<file path="config.mk">
export PLATFORM = sky130hd
export DESIGN_NAME = dmrfalu_ctrl
export DESIGN_NICKNAME = d
export VERILOG_FILES = /design/src/rtl/dmrfalu_ctrl.sv
export SDC_FILE = /design/constraint.sdc
export NUM_CORES = 1
export LEC_CHECK = 0
export BUFFER_PORTS_ARGS = -buffer_cell sky130_fd_sc_hd__buf_2
export CORE_ASPECT_RATIO = 1.75
export CORE_MARGIN = 2
export CORE_UTILIZATION = 49
export DETAILED_ROUTE_END_ITERATION = 10
export HOLD_SLACK_MARGIN = 0.02
export PLACE_DENSITY = 0.77
export SLEW_MARGIN = 10
export SYNTH_ARGS = -nofsm -noshare
export SYNTH_HDL_FRONTEND = slang
export SYNTH_SLANG_ARGS = --single-unit
</file>
<file path="constraint.sdc">
create_clock -name clk -period 2.5 [get_ports clk]
set_input_delay 0 -clock clk [delete_from_list [all_inputs] [get_ports clk]]
set_output_delay 0 -clock clk [all_outputs]
set_load 0.01 [all_outputs]
</file>
<file path="src/rtl/dmrfalu_ctrl.sv">
// dmrfalu_ctrl -- multi-cycle control FSM for a small load/store ALU datapath.
// Issues one instruction at a time through IDLE -> DECODE -> EXEC -> (MEM) -> WB.
// All control outputs are Moore outputs held in flops. They are computed from the
// next state and next latched opcode/funct, so they change on the same edge as the
// state register.
module dmrfalu_ctrl #(
  parameter logic [5:0] OP_RTYPE = 6'h00,
  parameter logic [5:0] OP_LW    = 6'h23,
  parameter logic [5:0] OP_SW    = 6'h2B,
  parameter logic [5:0] OP_ADDI  = 6'h08
) (
  input  logic       clk,
  input  logic       rst,
  input  logic       start,
  input  logic [5:0] opcode,
  input  logic [5:0] funct,
  output logic       ready,
  output logic       done,
  output logic       err,
  output logic       MemWrite,
  output logic       MemRead,
  output logic       RegWrite,
  output logic [1:0] ALUOp,
  output logic [5:0] FuncCode,
  output logic       ALUSrc,
  output logic       sel,
  output logic [2:0] state
);

  localparam logic [2:0] S_IDLE   = 3'd0;
  localparam logic [2:0] S_DECODE = 3'd1;
  localparam logic [2:0] S_EXEC   = 3'd2;
  localparam logic [2:0] S_MEM    = 3'd3;
  localparam logic [2:0] S_WB     = 3'd4;

  typedef struct packed {
    logic       ready;
    logic       done;
    logic       err;
    logic       mem_write;
    logic       mem_read;
    logic       reg_write;
    logic [1:0] alu_op;
    logic [5:0] func_code;
    logic       alu_src;
    logic       sel;
  } ctrl_t;

  logic [2:0] state_r;
  logic [5:0] op_r;
  logic [5:0] funct_r;
  ctrl_t      ctrl_r;

  logic [2:0] state_nxt_s;
  logic [5:0] op_nxt_s;
  logic [5:0] funct_nxt_s;
  ctrl_t      ctrl_nxt_s;

  // True for the four opcodes this controller knows how to sequence.
  function automatic logic is_legal(input logic [5:0] op);
    return (op == OP_RTYPE) || (op == OP_LW) || (op == OP_SW) || (op == OP_ADDI);
  endfunction

  // True for opcodes that go through the memory stage.
  function automatic logic is_mem_op(input logic [5:0] op);
    return (op == OP_LW) || (op == OP_SW);
  endfunction

  // Moore decode of the control word from a state code and the latched fields.
  function automatic ctrl_t decode_ctrl(input logic [2:0] st,
                                        input logic [5:0] op,
                                        input logic [5:0] fn);
    ctrl_t c;
    logic  active;
    c      = '0;
    active = (st == S_EXEC) || (st == S_MEM) || (st == S_WB);
    c.ready     = (st == S_IDLE);
    c.err       = (st == S_DECODE) && !is_legal(op);
    c.alu_op    = (active && (op == OP_RTYPE)) ? 2'b10 : 2'b00;
    c.alu_src   = active && ((op == OP_LW) || (op == OP_SW) || (op == OP_ADDI));
    c.mem_read  = (st == S_MEM) && (op == OP_LW);
    c.mem_write = (st == S_MEM) && (op == OP_SW);
    c.reg_write = (st == S_WB);
    c.sel       = (st == S_WB) && (op == OP_LW);
    c.done      = (st == S_WB) || ((st == S_MEM) && (op == OP_SW));
    c.func_code = (op == OP_RTYPE) ? fn : 6'h00;
    return c;
  endfunction

  // Next-state and operand-latch logic; start is only looked at in IDLE.
  always_comb begin
    state_nxt_s = S_IDLE;
    op_nxt_s    = op_r;
    funct_nxt_s = funct_r;
    case (state_r)
      S_IDLE: begin
        if (start) begin
          state_nxt_s = S_DECODE;
          op_nxt_s    = opcode;
          funct_nxt_s = funct;
        end else begin
          state_nxt_s = S_IDLE;
        end
      end
      S_DECODE: begin
        if (is_legal(op_r)) begin
          state_nxt_s = S_EXEC;
        end else begin
          state_nxt_s = S_IDLE;
        end
      end
      S_EXEC: begin
        if (is_mem_op(op_r)) begin
          state_nxt_s = S_MEM;
        end else begin
          state_nxt_s = S_WB;
        end
      end
      S_MEM: begin
        if (op_r == OP_LW) begin
          state_nxt_s = S_WB;
        end else begin
          state_nxt_s = S_IDLE;
        end
      end
      S_WB: begin
        state_nxt_s = S_IDLE;
      end
      default: begin
        // Unused codes 5-7 fall back to IDLE.
        state_nxt_s = S_IDLE;
      end
    endcase
  end

  // Control word that goes with the next state, so the outputs stay aligned with state.
  always_comb begin
    ctrl_nxt_s = decode_ctrl(state_nxt_s, op_nxt_s, funct_nxt_s);
  end

  // State, operand latches and registered control outputs; reset wins over everything.
  always_ff @(posedge clk) begin
    if (rst) begin
      state_r <= S_IDLE;
      op_r    <= 6'h00;
      funct_r <= 6'h00;
      ctrl_r  <= decode_ctrl(S_IDLE, 6'h00, 6'h00);
    end else begin
      state_r <= state_nxt_s;
      op_r    <= op_nxt_s;
      funct_r <= funct_nxt_s;
      ctrl_r  <= ctrl_nxt_s;
    end
  end

  assign ready    = ctrl_r.ready;
  assign done     = ctrl_r.done;
  assign err      = ctrl_r.err;
  assign MemWrite = ctrl_r.mem_write;
  assign MemRead  = ctrl_r.mem_read;
  assign RegWrite = ctrl_r.reg_write;
  assign ALUOp    = ctrl_r.alu_op;
  assign FuncCode = ctrl_r.func_code;
  assign ALUSrc   = ctrl_r.alu_src;
  assign sel      = ctrl_r.sel;
  assign state    = state_r;

endmodule

</file>
==> flow_summary.toml <==
[clock_network]
htreeDepth = 2
clock_latency_ps = 280
cts_sinks = 30
cts_made_buffers = 5
clk_pin_slew_ps = 60
cts_setup_buffers = 0
cts_buffer_depth = 2
clock-root-buffer = "clkbuf_8"
tritoncts = "yes"

[setup_path]
cp_top_family = "simple AND/OR/NAND/NOR gates"
crit_arrival_ps = 2040
max_stage_delay_ps = 560
crit_slowest_cell = "or4b_1"
critPathCaptureType = "register"
criticalPathCategory = "reg -> reg"
cp_max_fo = 7
r2r_start = "state[2]"
crit_chain = "or4b_1 -> or4_4 -> o32ai_4 -> nor3b_2"
required_ps = 2710
startpoint = "state[2]"
start_kind = "register"
crit_buf_inv = 0

[status]
outcome = "completed"

[timing]
max_clock_freq_mhz = 547
timing.hold.ws_ps = 146
slew_violations = 0
final.period_utilization = 0.731
rsz0062_at_grt = "no"
hold_violations = 0
skew_ps = 3.64
setup_viol = 0
final.min_clock_period_ps = 1830
fin_tns_setup_ps = 0

[drt]
drtIter0Drc = 19
first_pass_iters = 4
wire_per_inst_um = 13.9
vias = 1082
viasPerCell = 5.52
finalWirelength_mm = 2.73
antenna_left = 0
drc = 0

[die]
coreArea_um2 = 2240
die-height_um = 67.6
ios = 34
die_w_um = 40.3
die_area_um2 = 2720
rows = 23
initial_core_util = 0.504

[synth]
synth_compound_area_frac = 0.163
synthSimpleGateAreaFrac = 0.264
synth_mux_area_frac = 0
synth_edf_count = 0
synth-adder-area-share = 0
yosys_most_used_dff = "dfxtp_1"
synth.most_common_cell = "dfxtp_1"
ys_seq_elements = 30
netlist_area_um2 = 1130
synthArstFlopShare = 0
synth.top_cell.area_share = 0.531
synth_top_area_cell = "dfxtp_1"
synthXorXnorAreaFrac = 0
yosysSeqAreaShare = 0.531
syn_area_per_cell_um2 = 9.12
yosysUniqueCellTypes = 30
syn_nets = 139
syn_inst = 124
synth_top_family_by_area = "simple AND/OR/NAND/NOR gates"
synth_area_leaders = "dfxtp_1 53%, nand2_1 8.3%, a21oi_1 6.6%"
synth_commonest_cells = "30 x dfxtp_1, 25 x nand2_1, 15 x a21oi_1"
yosys_warnings = 0

[power]
ir_drop_v = 0.000415
powerDensity_nw_per_um2 = 665
leakagePower_nw = 0.674

[final_layout]
final_nets = 186
diodes = 0
syn_to_final_growth_pct = 33.8
drive_gt1_frac = 0.269
num-fill-cells = 187

[global_route]
grt-ovfl-total = 0
grt_max_degree = 23
grt_pass1_wl_mm = 4.33
antenna_found_initial = 0
track_usage = 0.240
grt_pass1_vias = 998

[worst_hold_path]
holdCritPathClass = "in -> reg"
worst_hold_startpoint = "rst"

[place]
dp_hpwl_mm = 1.84
gp_congestion = 0.958
portBuffers = 32

[flow_run]
cap_violations = 0
placed cells by master (no fill, tap or decap), drive strengths merged:
| cell type | instances |
|---|---|
| o32a | 1 |
| nor4b | 1 |
| o21ai | 1 |
| nor3b | 4 |
| o211ai | 1 |
| nand2 | 25 |
| and3b | 1 |
| clkinv | 2 |
| a211oi | 1 |
| a21o | 2 |
| nand3 | 4 |
| a2bb2oi | 1 |
| clkbuf | 5 |
| nor2 | 2 |
| or4b | 1 |
| or3 | 2 |
| and2 | 6 |
| dfxtp | 30 |
| a21oi | 15 |
| or4 | 1 |
| o32ai | 1 |
| and4bb | 1 |
| buf | 34 |
| conb | 1 |
| and3 | 1 |
| a31oi | 2 |
| o31ai | 2 |
| inv | 4 |
| nor3 | 7 |
| dlygate4sd3 | 12 |
where the power goes:
part / switching (mW) / total, mW / internal, mW
sequential: 0.0146 / 0.515 / 0.501
clock: 0.170 / 0.356 / 0.186
combinational: 0.0729 / 0.136 / 0.0632
final timing paths:
path | endpoint | slack [ps] | cells past startpoint
max | ALUOp[1] | 670 | 4
min | op_r[1] | 150 | 2
max reg2reg | ALUOp[1] | 670 | 4
min reg2reg | funct_r[1] | 450 | 2
through the flow:
stage / instances / power [mW] / util / cell area [µm²] / setup WS (ps)
3_5_place_dp: 177 / 0.647 / 0.586 / 1320 / 666
5_1_grt: 196 / 1.05 / 0.674 / 1510 / 539
6_report: 196 / 1.01 / 0.674 / 1510 / 671
2_1_floorplan: 124 / 0.602 / - / 1130 / 627
3_3_place_gp: 177 / 0.642 / 0.586 / 1320 / 707
4_1_cts: 196 / 1.02 / 0.674 / 1510 / 649
registers in the layout (all words and copies together), names as in the netlist, 3 cells and up:
signal and flops:
FuncCode 6, funct_r 6, op_r 6, state 3
timing repair:
item,CTS,global route
hold buffers,12,0
resized for setup,0,0
hold endpoints to repair,12,0
metal layers:
layer / up-vias / routed length, µm / track usage
li1: 521 / - / -
met1: 510 / 973 / 0.217
met2: 41 / 1490 / 0.409
met3: 10 / 152 / 0.0921
met4: 0 / 111 / 0.163
met5: - / 0 / 0
logic make-up (layout without fill, tap and decap cells):
family	count (synthesis)	count (layout)
flops	30	30
buf+inv	10	57
other cells	1	1
compound gates	27	27
simple gates	56	56
final cells by class:
type,instances,area (µm²),share of cell area
sequential,30,601,0.397
clock inverter,2,10.0,0.00661
clock buffer,5,68.8,0.0455
tap,25,31.3,0.0207
timing repair buffer,46,295,0.195
inverter,4,15.0,0.00992
multi-input combinational,84,493,0.326
Note: power is estimated with default switching activity, not from simulation.
